File: src/rtl/mem_arbiter_if.sv
// Bus bundle for mem_arbiter: fetch port, data port and the shared memory port.
// The arbiter takes the slave view; clients and memory together take the master view.
interface mem_arbiter_if #(
    parameter int AW = 32,
    parameter int DW = 32
);
    logic          i_req;
    logic [AW-1:0] i_addr;
    logic          i_ack;
    logic [DW-1:0] i_rdata;
    logic          i_err;

    logic          d_req;
    logic          d_we;
    logic [AW-1:0] d_addr;
    logic [DW-1:0] d_wdata;
    logic          d_ack;
    logic [DW-1:0] d_rdata;
    logic          d_err;

    logic          mem_req;
    logic          mem_we;
    logic [AW-1:0] mem_addr;
    logic [DW-1:0] mem_wdata;
    logic [DW-1:0] mem_rdata;
    logic          mem_ready;

    modport slave (
        input  i_req, i_addr, d_req, d_we, d_addr, d_wdata, mem_rdata, mem_ready,
        output i_ack, i_rdata, i_err, d_ack, d_rdata, d_err,
               mem_req, mem_we, mem_addr, mem_wdata
    );

    modport master (
        output i_req, i_addr, d_req, d_we, d_addr, d_wdata, mem_rdata, mem_ready,
        input  i_ack, i_rdata, i_err, d_ack, d_rdata, d_err,
               mem_req, mem_we, mem_addr, mem_wdata
    );
endinterface

File: src/rtl/mem_arbiter.sv
// Round-robin arbiter sharing one single-port memory between a fetch and a data
// requester; one transaction at a time with a per-transaction timeout.
module mem_arbiter #(
    parameter int AW      = 32,
    parameter int DW      = 32,
    parameter int TIMEOUT = 16
) (
    input logic          clk,
    input logic          rst,
    mem_arbiter_if.slave bus
);
    localparam logic [1:0] S_IDLE   = 2'd0;
    localparam logic [1:0] S_BUSY   = 2'd1;
    localparam logic [1:0] S_RESP   = 2'd2;
    localparam logic       OWN_I    = 1'b0;
    localparam logic       OWN_D    = 1'b1;
    localparam logic [7:0] CNT_LAST = 8'(TIMEOUT - 1);

    logic [1:0]    state_q, state_d;
    logic          owner_q, owner_d;
    logic          last_q, last_d;
    logic [7:0]    cnt_q, cnt_d;
    logic          err_q, err_d;
    logic          we_q, we_d;
    logic [AW-1:0] addr_q, addr_d;
    logic [DW-1:0] wdata_q, wdata_d;
    logic [DW-1:0] rdata_q, rdata_d;
    logic          sel_data;
    logic          in_busy;
    logic          in_resp;

    // Data wins when it is the only requester, or on a tie after a fetch grant.
    assign sel_data = bus.d_req & (~bus.i_req | (last_q == OWN_I));

    always_comb begin
        state_d = state_q;
        owner_d = owner_q;
        last_d  = last_q;
        cnt_d   = cnt_q;
        err_d   = err_q;
        we_d    = we_q;
        addr_d  = addr_q;
        wdata_d = wdata_q;
        rdata_d = rdata_q;
        case (state_q)
            S_IDLE: begin
                if (bus.i_req | bus.d_req) begin
                    owner_d = sel_data ? OWN_D : OWN_I;
                    last_d  = sel_data ? OWN_D : OWN_I;
                    addr_d  = sel_data ? bus.d_addr : bus.i_addr;
                    we_d    = sel_data & bus.d_we;
                    wdata_d = sel_data ? bus.d_wdata : '0;
                    cnt_d   = 8'd0;
                    state_d = S_BUSY;
                end
            end
            S_BUSY: begin
                if (bus.mem_ready) begin
                    rdata_d = we_q ? '0 : bus.mem_rdata;
                    err_d   = 1'b0;
                    state_d = S_RESP;
                end else if (cnt_q == CNT_LAST) begin
                    rdata_d = '0;
                    err_d   = 1'b1;
                    state_d = S_RESP;
                end else begin
                    cnt_d = cnt_q + 8'd1;
                end
            end
            S_RESP: begin
                state_d = S_IDLE;
            end
            default: begin
                state_d = S_IDLE;
            end
        endcase
    end

    always_ff @(posedge clk) begin
        if (rst) begin
            state_q <= S_IDLE;
            owner_q <= OWN_I;
            last_q  <= OWN_I;
            cnt_q   <= 8'd0;
            err_q   <= 1'b0;
        end else begin
            state_q <= state_d;
            owner_q <= owner_d;
            last_q  <= last_d;
            cnt_q   <= cnt_d;
            err_q   <= err_d;
        end
    end

    // Captured transaction fields need no reset: every output is gated by state.
    always_ff @(posedge clk) begin
        we_q    <= we_d;
        addr_q  <= addr_d;
        wdata_q <= wdata_d;
        rdata_q <= rdata_d;
    end

    assign in_busy = (state_q == S_BUSY);
    assign in_resp = (state_q == S_RESP);

    assign bus.mem_req   = in_busy;
    assign bus.mem_we    = in_busy & we_q;
    assign bus.mem_addr  = in_busy ? addr_q : '0;
    assign bus.mem_wdata = in_busy ? wdata_q : '0;

    assign bus.i_ack   = in_resp & (owner_q == OWN_I);
    assign bus.i_rdata = bus.i_ack ? rdata_q : '0;
    assign bus.i_err   = bus.i_ack & err_q;

    assign bus.d_ack   = in_resp & (owner_q == OWN_D);
    assign bus.d_rdata = bus.d_ack ? rdata_q : '0;
    assign bus.d_err   = bus.d_ack & err_q;
endmodule

File: src/flat_wrapper.sv
// flat-port wrapper written by rule: the top's interface ports become plain ports
module mem_arbiter_flat 
#(
    parameter int AW      = 32,
    parameter int DW      = 32,
    parameter int TIMEOUT = 16
)
  (clk, rst, bus_i_req, bus_i_addr, bus_d_req, bus_d_we, bus_d_addr, bus_d_wdata, bus_mem_rdata, bus_mem_ready, bus_i_ack, bus_i_rdata, bus_i_err, bus_d_ack, bus_d_rdata, bus_d_err, bus_mem_req, bus_mem_we, bus_mem_addr, bus_mem_wdata);
  mem_arbiter_if #(.AW(AW), .DW(DW)) bus_i ();
  input logic clk;
  input logic rst;
  input wire logic [$bits(bus_i.i_req)-1:0] bus_i_req;
  input wire logic [$bits(bus_i.i_addr)-1:0] bus_i_addr;
  input wire logic [$bits(bus_i.d_req)-1:0] bus_d_req;
  input wire logic [$bits(bus_i.d_we)-1:0] bus_d_we;
  input wire logic [$bits(bus_i.d_addr)-1:0] bus_d_addr;
  input wire logic [$bits(bus_i.d_wdata)-1:0] bus_d_wdata;
  input wire logic [$bits(bus_i.mem_rdata)-1:0] bus_mem_rdata;
  input wire logic [$bits(bus_i.mem_ready)-1:0] bus_mem_ready;
  output wire logic [$bits(bus_i.i_ack)-1:0] bus_i_ack;
  output wire logic [$bits(bus_i.i_rdata)-1:0] bus_i_rdata;
  output wire logic [$bits(bus_i.i_err)-1:0] bus_i_err;
  output wire logic [$bits(bus_i.d_ack)-1:0] bus_d_ack;
  output wire logic [$bits(bus_i.d_rdata)-1:0] bus_d_rdata;
  output wire logic [$bits(bus_i.d_err)-1:0] bus_d_err;
  output wire logic [$bits(bus_i.mem_req)-1:0] bus_mem_req;
  output wire logic [$bits(bus_i.mem_we)-1:0] bus_mem_we;
  output wire logic [$bits(bus_i.mem_addr)-1:0] bus_mem_addr;
  output wire logic [$bits(bus_i.mem_wdata)-1:0] bus_mem_wdata;
  assign bus_i.i_req = bus_i_req;
  assign bus_i.i_addr = bus_i_addr;
  assign bus_i.d_req = bus_d_req;
  assign bus_i.d_we = bus_d_we;
  assign bus_i.d_addr = bus_d_addr;
  assign bus_i.d_wdata = bus_d_wdata;
  assign bus_i.mem_rdata = bus_mem_rdata;
  assign bus_i.mem_ready = bus_mem_ready;
  assign bus_i_ack = bus_i.i_ack;
  assign bus_i_rdata = bus_i.i_rdata;
  assign bus_i_err = bus_i.i_err;
  assign bus_d_ack = bus_i.d_ack;
  assign bus_d_rdata = bus_i.d_rdata;
  assign bus_d_err = bus_i.d_err;
  assign bus_mem_req = bus_i.mem_req;
  assign bus_mem_we = bus_i.mem_we;
  assign bus_mem_addr = bus_i.mem_addr;
  assign bus_mem_wdata = bus_i.mem_wdata;
  mem_arbiter #(.AW(AW), .DW(DW), .TIMEOUT(TIMEOUT)) u_core (.clk(clk), .rst(rst), .bus(bus_i));
endmodule
File: config.mk
export PLATFORM = sky130hd
export DESIGN_NAME = mem_arbiter_flat
export DESIGN_NICKNAME = d
export VERILOG_FILES = /design/src/rtl/mem_arbiter_if.sv /design/src/rtl/mem_arbiter.sv /design/src/flat_wrapper.sv
export SDC_FILE = /design/constraint.sdc
export NUM_CORES = 1
export LEC_CHECK = 0
export BUFFER_PORTS_ARGS = -buffer_cell sky130_fd_sc_hd__buf_2
export CAP_MARGIN = 10
export CORE_ASPECT_RATIO = 0.9
export CORE_MARGIN = 2
export CORE_UTILIZATION = 41
export DETAILED_ROUTE_END_ITERATION = 8
export HOLD_SLACK_MARGIN = 0.15
export PLACE_DENSITY_LB_ADDON = 0.15
export SKIP_CTS_REPAIR_TIMING = 1
export SLEW_MARGIN = 20
export SYNTH_ARGS = -nofsm -noshare
export SYNTH_HDL_FRONTEND = slang
export SYNTH_SLANG_ARGS = --single-unit
File: constraint.sdc
create_clock -name clk -period 2.3 [get_ports clk]
set_input_delay 0.345 -clock clk [delete_from_list [all_inputs] [get_ports clk]]
set_output_delay 0.345 -clock clk [all_outputs]
set_load 0.005 [all_outputs]
==> results.md <==
- Final Net Count: just over 800
- Remaining DRCs: 0
- Sw power: about 0.0010 W
- Capturing element type of the critical path: primary output
- H-Tree Level Count: 3
- TritonCTS clock tree: yes
- Ranking of synthesized cells by area: sky130_fd_sc_hd__edfxtp_1 56%, sky130_fd_sc_hd__and2_1 23%, sky130_fd_sc_hd__mux2_2 6.9%
- Run status: finished, final reports clean
- Initial standard-cell utilization of the core: a little over 40%
- Period minus WS final: 1.942 ns
- Class of the tightest hold or removal check: in2reg
- DR pass1 iterations: 4
- Clk_skew: 0.009711 ns
- Setup ws final: around 0.36 ns
- Die width: 123.0 µm
- Number of top-level pins: ~270
- Leak Pwr: ~3.3 nW
- Root cell of the clock tree: sky130_fd_sc_hd__clkbuf_16
- Layout area overhead: 34.90%
- Buffers on Ports: between 200 and 300
- Relative max-transition margin: between 40% and 50%
- Part of the power in registers: a little over half
- Sequential area share after synthesis: between 60% and 70%
- Via count of the first global-routing pass: between 3000 and 4000
- Cell area after synthesis: roughly 5200 µm²
- Synth async-reset ratio: 0%
- Internal Pwr Total: between 0.003 and 0.004 W
- Period utilization: a little over four fifths
- Die extent in y: around 110 µm
- Register area: between 3000 and 4000 µm²
- Achievable frequency: 0.5150 GHz
- Number of failing hold endpoints at the final stage: 0
- Max-cap violation count: 0
- Worst-margin pin slew: just under 0.9 ns
- Post-synthesis cell type count: 38
- Fraction of the core area covered by cells at the end of the flow: a little under three fifths
- Overall overflow remaining after global route: 0
- Fraction of synthesized cell area taken by the top area cell type: a little under three fifths
- Syn Inst Count: 418
- Minimum setup slack after placement: between 0.4 and 0.5 ns
- Total power divided by cell area: around 640 nW/µm²
- Cell chain of the critical path: nor3b_2 -> buf_4 -> and2_1 -> buf_2
- Clock transition at path regs: roughly 0.070 ns
- Core outline area: about 13000 µm²
- Wire length of the first global-routing pass: 19140 µm
- Data required time of the worst path: around 2.0 ns
- Yosys warning total: 0
- Type of the setup path with the least slack: reg2out
- Max-slew violation count: 0
- Library cell occupying the most area in the post-synthesis netlist: sky130_fd_sc_hd__edfxtp_1
- Wire length per cell: about 15 µm
- Peak VDD IR: 0.5895 mV
- Share of total power in the clock network: 32.9%
- Final Routed Wirelength: 12320 µm
- Vias per cell: roughly 4.7
- Nets in the synthesized netlist: about 550
- Setup repair after global routing missed its margin: false
- Layout cell share with drive strength beyond 1: between 40% and 50%
- Skew-Pair Late Insertion Delay: 0.34 ns
- Number of core rows: 39
- Detailed-placement wirelength estimate: between 9000 and 10000 µm
- Combinational power share: between 10 and 15%
- Overall die area: approximately 14000 µm²
- Per-instance average area after synthesis: between 10 and 15 µm²
- Gp weighted congestion: a little over 0.8
- Maximum fanout along the worst path: 34
- Setup-violating endpoint count in the final report: 0
- Number of routed nets with antenna violations: 0
- Post-synth EDFFs: between 90 and 100
- Filler Cell Count: between 1000 and 1500
- Number of buffers created by CTS: 9
- Number of vias in the routed layout: roughly 4000
- Area occupied by multi-input gates: between 1500 and 2000 µm²
- Critical path launch point type: flip-flop
- Setup total negative slack: 0 ns
- Pin count of the biggest net entering global routing: 66
- Master of the slowest instance on the critical path: sky130_fd_sc_hd__dfxtp_1
- ANT cells: 0
- Number of antenna violations at the first check in global routing: 0
- Net switching fraction of the power: between 20 and 25%
- Prevailing post-synth register cell: sky130_fd_sc_hd__edfxtp_1
- Number of instances on the worst hold path: 2
- CP peak stage delay: about 0.45 ns
- Number of design-rule violations left by the first detailed-router iteration: 223
- Aggregate global-route resource usage: a little under a fifth
- Maximum buffer depth of the clock tree: 2
- Number of sinks on the clock net: between 100 and 150
- Data arrival at the endpoint of the critical path: approximately 1.6 ns
- Post-synthesis register bit count: about 110
- Reg2reg path depth: 4
worst max-delay path, delay by kind of cell (launching register included):
| family | cells | cell delay (ns) |
|---|---|---|
| buffers and inverters | 2 | 0.41 |
| and+or+nand+nor | 2 | 0.39 |
| DFF | 1 | 0.45 |
layout make-up:
| class | instances | area share [%] |
|---|---|---|
| Inverter | 5 | 0.3196 |
| Clock buffer | 9 | 3.196 |
| Timing Repair Buffer | 276 | 20.28 |
| Sequential cell | 109 | 44.74 |
| Clock inverter | 6 | 0.7812 |
| Multi-Input combinational cell | 278 | 27.77 |
| Tap cell | 164 | 2.912 |
kinds of logic after synthesis:
logic type / Yosys count / share of synthesized area, %
compound gates: 22 / 2.970
fa+ha+maj: 1 / 0.2395
buf+inv: 31 / 2.683
flops: 109 / 60.36
mux: 32 / 6.898
simple gates: 223 / 26.85
sequential cells by signal, summed over array words and instances, names as in the netlist:
signal	cells
u_core.addr_q	32
u_core.cnt_q	8
u_core.wdata_q	32
u_core.err_q	1
u_core.we_q	1
u_core.state_q	2
u_core.owner_q	1
u_core.rdata_q	32
synthesized netlist by cell type (all sizes together), types with 2 or more instances:
cell and instances:
nor2 3, and2 196, or4 2, clkbuf 20, edfxtp 97, o21ai 3
nand2 2, a21oi 6, or3 3, buf 6, o211ai 4, a31oi 3
dfxtp 12, nor2b 2, inv 5, nand3 7, mux2 32, nor3b 2
routing by layer:
| metal | up-vias | wire, µm | track usage (%) |
|---|---|---|---|
| li1 | 1955 | - | - |
| met1 | 1840 | 4922 | 21.53 |
| met2 | 176 | 5927 | 30.02 |
| met3 | 15 | 1245 | 6.893 |
| met4 | 0 | 228 | 5.682 |
| met5 | - | 0 | 0 |
path summary, 6_finish.rpt:
kind,start,to,slack [ns]
max,u_core.state_q[1],bus_i_rdata[3],0.36
min,bus_d_wdata[31],u_core.wdata_q[31],0.27
max reg2reg,u_core.state_q[1],u_core.wdata_q[3],0.47
min reg2reg,u_core.cnt_q[3],u_core.cnt_q[3],0.50
power groups by stage:
| stage | clock, W | combinational, W | sequential, W |
|---|---|---|---|
| 4_1_cts | 0.00152 | 0.000631 | 0.00241 |
| 6_report | 0.00148 | 0.000619 | 0.00241 |
| 5_1_grt | 0.00160 | 0.000689 | 0.00242 |
| 2_1_floorplan | 0 | 0.000325 | 0.00243 |
| 3_5_place_dp | 0 | 0.000626 | 0.00245 |
| 3_3_place_gp | 0 | 0.000622 | 0.00244 |
layout by cell type, fill, tap and decap left out, types with 2 or more instances in the layout:
cell type,count
sky130_fd_sc_hd__buf_2,267
sky130_fd_sc_hd__clkinv_1,3
sky130_fd_sc_hd__dfxtp_1,12
sky130_fd_sc_hd__nand3_1,7
sky130_fd_sc_hd__clkbuf_16,9
sky130_fd_sc_hd__o211ai_1,4
sky130_fd_sc_hd__and2_1,196
sky130_fd_sc_hd__buf_12,2
sky130_fd_sc_hd__nor3b_2,2
sky130_fd_sc_hd__nor2_1,3
sky130_fd_sc_hd__o21ai_2,2
sky130_fd_sc_hd__inv_1,4
sky130_fd_sc_hd__buf_4,7
sky130_fd_sc_hd__or3_2,2
sky130_fd_sc_hd__edfxtp_1,97
sky130_fd_sc_hd__a31oi_1,3
sky130_fd_sc_hd__mux2_2,32
sky130_fd_sc_hd__nand2_1,2
sky130_fd_sc_hd__a21oi_1,5
per-stage QoR:
step	instance area [µm²]	std cells	total power [W]	hold WS [ns]
final	7047	847	0.004509	0.2749
after global routing	7047	847	0.004716	0.2654
after CTS	7047	847	0.004556	0.2617
after detailed placement	6766	832	0.003076	0.4953
after global placement	6766	832	0.003066	0.4761
after floorplan	5228	418	0.002757	0.4450
Note: power is estimated with default switching activity, not from simulation.
